## src/rtl/adc_frame_packetizer.sv

```systemverilog
// Serializes captured 8-channel ADC snapshots into framed UART byte packets:
// HDR0 HDR1 SEQ [TS_HI TS_LO] DATA... CSUM. Optional macro: ADC_PKT_TIMESTAMP_EN.
module adc_frame_packetizer #(
    parameter int         NUM_CH = 8,
    parameter logic [7:0] HDR0   = 8'hA5,
    parameter logic [7:0] HDR1   = 8'h5A
) (
    input  logic                  CLK,
    input  logic                  RST,
    input  logic [16*NUM_CH-1:0]  FRAME_DATA,
    input  logic                  FRAME_VALID,
    output logic [7:0]            TX_DATA,
    output logic                  TX_VALID,
    input  logic                  TX_READY,
    output logic                  BUSY,
    output logic [7:0]            DROP_COUNT
);

    localparam int NB = 2 * NUM_CH;
    localparam int FW = 16 * NUM_CH;
    localparam int IW = (NB > 1) ? $clog2(NB) : 1;
    localparam logic [IW-1:0] LAST_IDX = IW'(NB - 1);

    typedef enum logic [2:0] {
        S_IDLE,
        S_HDR0,
        S_HDR1,
        S_SEQ,
`ifdef ADC_PKT_TIMESTAMP_EN
        S_TS,
`endif
        S_DATA,
        S_CSUM
    } state_t;

    state_t          state;
    logic [FW-1:0]   pend_data;
    logic            pend_full;
    logic [FW+15:0]  shift_buf;
    logic [IW-1:0]   byte_idx;
    logic [7:0]      seq;
    logic [7:0]      csum;
    logic            xfer;
    logic            consume;
    logic [7:0]      next_data;

`ifdef ADC_PKT_TIMESTAMP_EN
    logic [15:0]     cyc_cnt;
    logic [15:0]     pend_ts;
    logic [15:0]     ts_buf;
    logic            ts_lo;
`endif

    assign xfer    = TX_VALID && TX_READY;
    assign consume = (state == S_IDLE) && pend_full;
    assign BUSY    = (state != S_IDLE);

    // The buffer shifts one channel after each low byte, so the next byte is
    // either the low byte of the current channel or the high byte of the next.
    assign next_data = byte_idx[0] ? shift_buf[31:24] : shift_buf[7:0];

    always_ff @(posedge CLK) begin
        if (RST) begin
            state      <= S_IDLE;
            TX_DATA    <= '0;
            TX_VALID   <= 1'b0;
            DROP_COUNT <= '0;
            seq        <= '0;
            csum       <= '0;
            pend_full  <= 1'b0;
            pend_data  <= '0;
            shift_buf  <= '0;
            byte_idx   <= '0;
`ifdef ADC_PKT_TIMESTAMP_EN
            cyc_cnt    <= '0;
            pend_ts    <= '0;
            ts_buf     <= '0;
            ts_lo      <= 1'b0;
`endif
        end else begin
`ifdef ADC_PKT_TIMESTAMP_EN
            cyc_cnt <= cyc_cnt + 16'd1;
`endif
            if (FRAME_VALID) begin
                pend_data <= FRAME_DATA;
                pend_full <= 1'b1;
`ifdef ADC_PKT_TIMESTAMP_EN
                pend_ts   <= cyc_cnt;
`endif
                if (pend_full && !consume && DROP_COUNT != 8'hFF)
                    DROP_COUNT <= DROP_COUNT + 8'd1;
            end else if (consume) begin
                pend_full <= 1'b0;
            end

            case (state)
                S_IDLE: begin
                    if (pend_full) begin
                        shift_buf <= {16'h0000, pend_data};
`ifdef ADC_PKT_TIMESTAMP_EN
                        ts_buf    <= pend_ts;
`endif
                        TX_DATA   <= HDR0;
                        TX_VALID  <= 1'b1;
                        state     <= S_HDR0;
                    end
                end
                S_HDR0: begin
                    if (xfer) begin
                        TX_DATA <= HDR1;
                        state   <= S_HDR1;
                    end
                end
                S_HDR1: begin
                    if (xfer) begin
                        TX_DATA <= seq;
                        csum    <= seq;
                        state   <= S_SEQ;
                    end
                end
                S_SEQ: begin
                    if (xfer) begin
`ifdef ADC_PKT_TIMESTAMP_EN
                        TX_DATA <= ts_buf[15:8];
                        csum    <= csum + ts_buf[15:8];
                        ts_lo   <= 1'b0;
                        state   <= S_TS;
`else
                        TX_DATA  <= shift_buf[15:8];
                        csum     <= csum + shift_buf[15:8];
                        byte_idx <= '0;
                        state    <= S_DATA;
`endif
                    end
                end
`ifdef ADC_PKT_TIMESTAMP_EN
                S_TS: begin
                    if (xfer) begin
                        if (!ts_lo) begin
                            TX_DATA <= ts_buf[7:0];
                            csum    <= csum + ts_buf[7:0];
                            ts_lo   <= 1'b1;
                        end else begin
                            TX_DATA  <= shift_buf[15:8];
                            csum     <= csum + shift_buf[15:8];
                            byte_idx <= '0;
                            state    <= S_DATA;
                        end
                    end
                end
`endif
                S_DATA: begin
                    if (xfer) begin
                        if (byte_idx == LAST_IDX) begin
                            TX_DATA <= csum;
                            state   <= S_CSUM;
                        end else begin
                            TX_DATA  <= next_data;
                            csum     <= csum + next_data;
                            byte_idx <= byte_idx + IW'(1);
                            if (byte_idx[0])
                                shift_buf <= shift_buf >> 16;
                        end
                    end
                end
                S_CSUM: begin
                    if (xfer) begin
                        TX_VALID <= 1'b0;
                        seq      <= seq + 8'd1;
                        state    <= S_IDLE;
                    end
                end
                default: state <= S_IDLE;
            endcase
        end
    end

endmodule

```

## config.mk

```make
export PLATFORM = sky130hd
export DESIGN_NAME = adc_frame_packetizer
export DESIGN_NICKNAME = d
export VERILOG_FILES = /design/src/rtl/adc_frame_packetizer.sv
export SDC_FILE = /design/constraint.sdc
export NUM_CORES = 1
export LEC_CHECK = 0
export ABC_AREA = 1
export CORE_MARGIN = 5
export CORE_UTILIZATION = 48
export DETAILED_ROUTE_END_ITERATION = 10
export PLACE_DENSITY_LB_ADDON = 0.15
export SLEW_MARGIN = 40
export SYNTH_ARGS = -nofsm -noshare
export SYNTH_HDL_FRONTEND = slang
export SYNTH_SLANG_ARGS = --single-unit
```

## constraint.sdc

```tcl
create_clock -name CLK -period 5.1 [get_ports CLK]
set_input_delay 0.51 -clock CLK [delete_from_list [all_inputs] [get_ports CLK]]
set_output_delay 0.51 -clock CLK [all_outputs]
set_load 0.02 [all_outputs]
```

==> flow_summary.yaml <==
route:
  drtIter0Drc: 746
  drt_pass1_iterations: 5
  drtAntennaViolNets: 0
  route.detailed.drc: 0
  vias: 11200
  viasPerCell: 5.18
  wirelength_um: 32500
  wire_per_inst_um: 15.1
hold_path:
  hold_end: "pend_data[54]"
  hold_class: "input port to flop"
  min_from: "FRAME_VALID"
  holdPathStages: 4
clock_tree:
  ctsResizeCount: 0
  cts_inserted_buffers: 31
  htreeDepth: 1
  clock_path_buffers: 3
  cts-root-buf: "clkbuf_16"
  cts_tree: "done"
  cts_hold_buf: 0
  clk_pin_slew_worst_paths_ns: 0.06
  postCtsSetupRepairBufs: 0
  insertion_delay_ns: 0.55
  cts_num_sinks: 297
power_and_ir_drop:
  p_per_area_nw_per_um2: 487
  power_leakage_nw: 5.87
  peakVddDrop_mv: 0.309
floorplanning:
  dieArea_um2: 29700
  dieWidth_um: 172
  start_util_pct: 48.6
  die_h_um: 172
  rows: 59
  io_pins: 150
  core_area_um2: 26100
logic_synthesis:
  synth_cell_types: 38
  syn_area_um2: 12700
  yosys.area.top_type: "dfxtp_1"
  synthCells: 1729
  yosys-top-cells-area: "dfxtp_1 (47%), o21ai_0 (14%), nor2_1 (8.2%), nand2_1 (6.6%), a21oi_1 (6.0%)"
  synth_top_area_share_pct: 46.9
  yosys_warnings: 0
  synth_area_per_cell_um2: 7.33
  synth_seq_area_share_pct: 46.9
  ys_ff_latch: 297
  synth_fp_nets: 1874
cells_and_area:
  layout_common_cells: "o21ai_0 (354), dfxtp_1 (297), nor2_1 (278)"
  antenna_cells: 0
  area_delta_synth_final_pct: 19.6
  layout_commonest_cell: "o21ai_0"
  layout-drive-gt1-share_pct: 5.94
  nNetsFinal: 1940
  register_area_um2: 5950
  n_fill_cell: 2488
  multi_input_area_um2: 5600
timing:
  rsz0062_at_grt: "false"
  tns_ns: 0
  hold_violations: 0
  final-setup-viol-count: 0
  finClkSkew_ns: 0.0101
  maxSlewViolCount: 0
  fmax_mhz: 325
  setup_ws_ns: 2.03
  finalCritPeriodShare_pct: 60.3
  min_period_ns: 3.07
  relSlewSlack_pct: 45.0
  worst_pin_slew_ns: 0.825
setup_path:
  required_ns: 5.57
  cp_data_arrival_time_ns: 3.54
  reg2regPathDepth: 8
  startpoint_type: "flop"
  crit_slowest_cell: "clkbuf_8"
  critical_path_buf_inv_count: 1
  ff2ff_setup_slack_ns: 2.03
  crit_fanout: 138
  slowest_delay_ns: 0.70
  r2r_end: "shift_buf[76]"
  path_class: "flop to flop"
  r2r_start: "state[1]"
  cp_top_family: "simple AND/OR/NAND/NOR gates"
  critPathCaptureType: "flop"
  path_cells: "nor2_4 > nand2_8 > nor2_4 > nor2_2 > nand2_8 > clkbuf_8 > o21ai_0 > a21oi_1"
placed_design:
  hpwlAfterDp_um: 21300
  io_buffers: 149
  place_ws_ns: 2.01
  routabilityCongestion: 0.865
flow_run:
  drv_cap: 0
grt:
  grt_pass1_wl_um: 51100
  grt_antenna_before_repair: 0
  first_global_vias: 10000
  grt_overflow: 0
  grt_usage_pct: 20.8
  grt_max_degree: 139
outcome:
  status: "finished, final reports clean"
## final cells by class
class                      instances  share of cell area, %
clock inverter                    13                   1.14
tap                              335                   2.77
sequential                       297                   39.2
timing repair buffer             155                   10.2
multi-input combinational       1158                   36.9
inverter                         152                   3.85
clock buffer                      42                   5.85
## cells by family after synthesis
logic type / share of synthesized area (%)
compound gates: 24.3
simple gates: 18.0
buf+inv: 9.02
flops: 46.9
xor+xnor: 0.346
fa+ha+maj: 1.34
## flip-flops by register name, indices dropped and copies added (netlist names)
register	cells
DROP_COUNT	8
state	3
csum	8
pend_full	1
shift_buf	128
seq	8
pend_data	128
TX_DATA	8
TX_VALID	1
byte_idx	4
## worst register-to-register path: stages (launching register included)
cell,delay [ns]
dfxtp_1,0.41
nor2_4,0.25
nand2_8,0.36
nor2_4,0.37
nor2_2,0.12
nand2_8,0.37
clkbuf_8,0.72
o21ai_0,0.24
a21oi_1,0.16
## metrics by stage
step	cell area, um^2	std cells	utilization, %	hold WS, ns	power (mW)
after floorplan	12700	1729	-	0.424	4.57
after global placement	14100	2097	54.0	0.435	5.05
after detailed placement	14100	2097	54.1	0.440	5.09
after CTS	15200	2152	58.1	0.397	7.43
after global routing	15200	2152	58.2	0.445	7.82
final	15200	2152	58.2	0.415	7.39
## synthesized netlist by cell type
cell,count
o21ai_0,354
dfxtp_1,297
nor2_1,278
nand2_1,222
a21oi_1,151
inv_1,145
clkbuf_1,77
buf_2,31
a31oi_1,25
nand3_1,23
o21ai_1,22
a211oi_2,15
ha_1,12
buf_6,7
nand2_2,6
nand4_1,6
o22ai_1,6
buf_4,5
inv_2,5
nor2_2,5
nor2_4,4
nor3_1,4
nand3_2,3
xor2_1,3
a211oi_1,2
a22oi_1,2
buf_1,2
inv_4,2
nand2_4,2
nor2_8,2
nor3b_1,2
o211ai_1,2
xnor2_1,2
a21o_1,1
fa_1,1
nor3_2,1
o21ba_2,1
or2_2,1
## worst max-delay path by stage
stage / endpoint / from / cells past startpoint
global route: shift_buf[44] / state[1] / 8
finish: shift_buf[76] / state[1] / 8
floorplan: csum[4] / state[2] / 11
detailed placement: shift_buf[34] / state[1] / 8
global placement: shift_buf[17] / state[1] / 8
CTS: shift_buf[34] / state[1] / 8
## routing by layer
layer | track usage [%] | up-vias | part of all wire (%)
met4 | 5.57 | 0 | 2.6
li1 | - | 5796 | -
met5 | 0 | - | 0
met2 | 32.9 | 247 | 44
met1 | 30.1 | 5057 | 48
met3 | 2.83 | 54 | 5.4
## power by group
part	internal [mW]	leakage [nW]	switching, mW
logic	0.647	2.90	1.32
clock network	1.41	0.518	0.919
registers	2.87	2.45	0.220
total	4.93	5.87	2.46
(Power assumes the default switching activity.)
==> variant (same settings) <==
The option `ADC_PKT_TIMESTAMP_EN` is turned on by a define.
--- a/src/rtl/adc_frame_packetizer.sv
+++ b/src/rtl/adc_frame_packetizer.sv
@@ -2,2 +2,4 @@
 // HDR0 HDR1 SEQ [TS_HI TS_LO] DATA... CSUM. Optional macro: ADC_PKT_TIMESTAMP_EN.
+`define ADC_PKT_TIMESTAMP_EN
+
 module adc_frame_packetizer #(
Formal check against the unedited RTL: no difference found for any inputs over 4 cycles, from zero or initial values and one cycle with RST high; that may be too few to reach the edited logic, so the function may still have changed.
==> variant against the original RTL <==
Core utilization fell by 0.60 points. Sequential cell count rose by 49. Setup slack got worse by 0.066 ns. Synthesized area rose by 16%. Final cell count rose by 18%. Wire length rose by 27%. Final area rose by 16%. Total power rose by 13%. Count of clock-buffer cells in the layout rose by 10. Critical path type unchanged. Critical endpoint is now shift_buf[105]. Largest power group unchanged. Highest routed layer unchanged.
==> variant: results (changes against the original RTL) <==
| Metric | Value |
|---|---|
| Status | completed |
| Vias in the first global route | 12900 (+29%) |
| # fillers | 2958 (+19%) |
| Pin count of the biggest net entering global routing | 117 (-16%) |
| Static leakage | 0.00683 µW (+16%) |
| Pre-CTS setup slack | 1.80 ns (-0.215 ns) |
| Hold path endpoint | shift_buf[22] |
| Net total in the final layout | 2261 (+17%) |
| Signal buffers share of area | 9.24% (-0.98 points) |
| Clkbuf count | 52 (+24%) |
| DP HPWL | 27600 µm (+30%) |
| Layout cells sized above 1 | 4.90% (-1.0 points) |
| Met2 wire length | 19400 µm (+34%) |
| Hold Path Depth | 2 (-2) |
| Multi-input combinational cell count | 1434 (+24%) |
| Clock Skew | 0.0125 ns (+0.00241 ns) |
| Hold crit path type | reg2reg |
| HP Start | shift_buf[22] |
| Slowest-stage cell, CP | dfxtp_1 |
| Reg2Reg Depth | 9 (+1) |
| Netlist cell types | 43 (+13%) |
| Worst r2r src | state[2] |
| Max FO, Critical Path | 97 (-30%) |
| Sw frac | 34.1% (+0.75 points) |
| Pwr/cell area | 477 nW/µm² (-2.1%) |
| Final wirelength | 41400 µm (+27%) |
| Post-synth net total | 2196 (+17%) |
| VDD IR max | 0.287 mV (-7.1%) |
| Area of the multi-input gates | 6700 µm² (+20%) |
| H-tree levels | 2 (+1) |
| Clk tree area frac | 7.26% (+0.26 points) |
| Max_slew headroom | 44.0% (-1.0 points) |
| Gr usage total | 23.6% (+2.8 points) |
| Clk_lat worst skew | 0.52 ns (-0.03 ns) |
==> variant: stage by stage <==
stage	std cells	instance area, µm²	util [%]	hold slack [ns]
after global placement	2471	16200	53.3	0.435
after CTS	2538	17500	57.5	0.448
after floorplan	2051	14700	-	0.424
after global routing	2538	17500	57.6	0.471
after detailed placement	2472	16200	53.4	0.440
final	2538	17500	57.6	0.447
==> variant: kinds of logic (layout without fill, tap and decap cells) <==
family                     Yosys count  after routing  share of synthesized area, %
AOI/OAI and AO/OA                  589            589                          21.1
adders and majority gates           13             13                          1.16
buffers and inverters              271            362                          7.54
xor gates and xnor gates             6              6                         0.357
and+or+nand+nor                    825            825                          22.7
DFF                                346            346                          47.1
muxes                                1              1                        0.0680
==> variant: worst max-delay path by stage <==
stage,from,end,cells after the start
final,state[2],shift_buf[105],9
after global routing,state[2],csum[6],12
after CTS,state[2],csum[6],12
after detailed placement,state[2],csum[6],12
after global placement,state[2],csum[6],12
after floorplan,state[1],csum[6],14
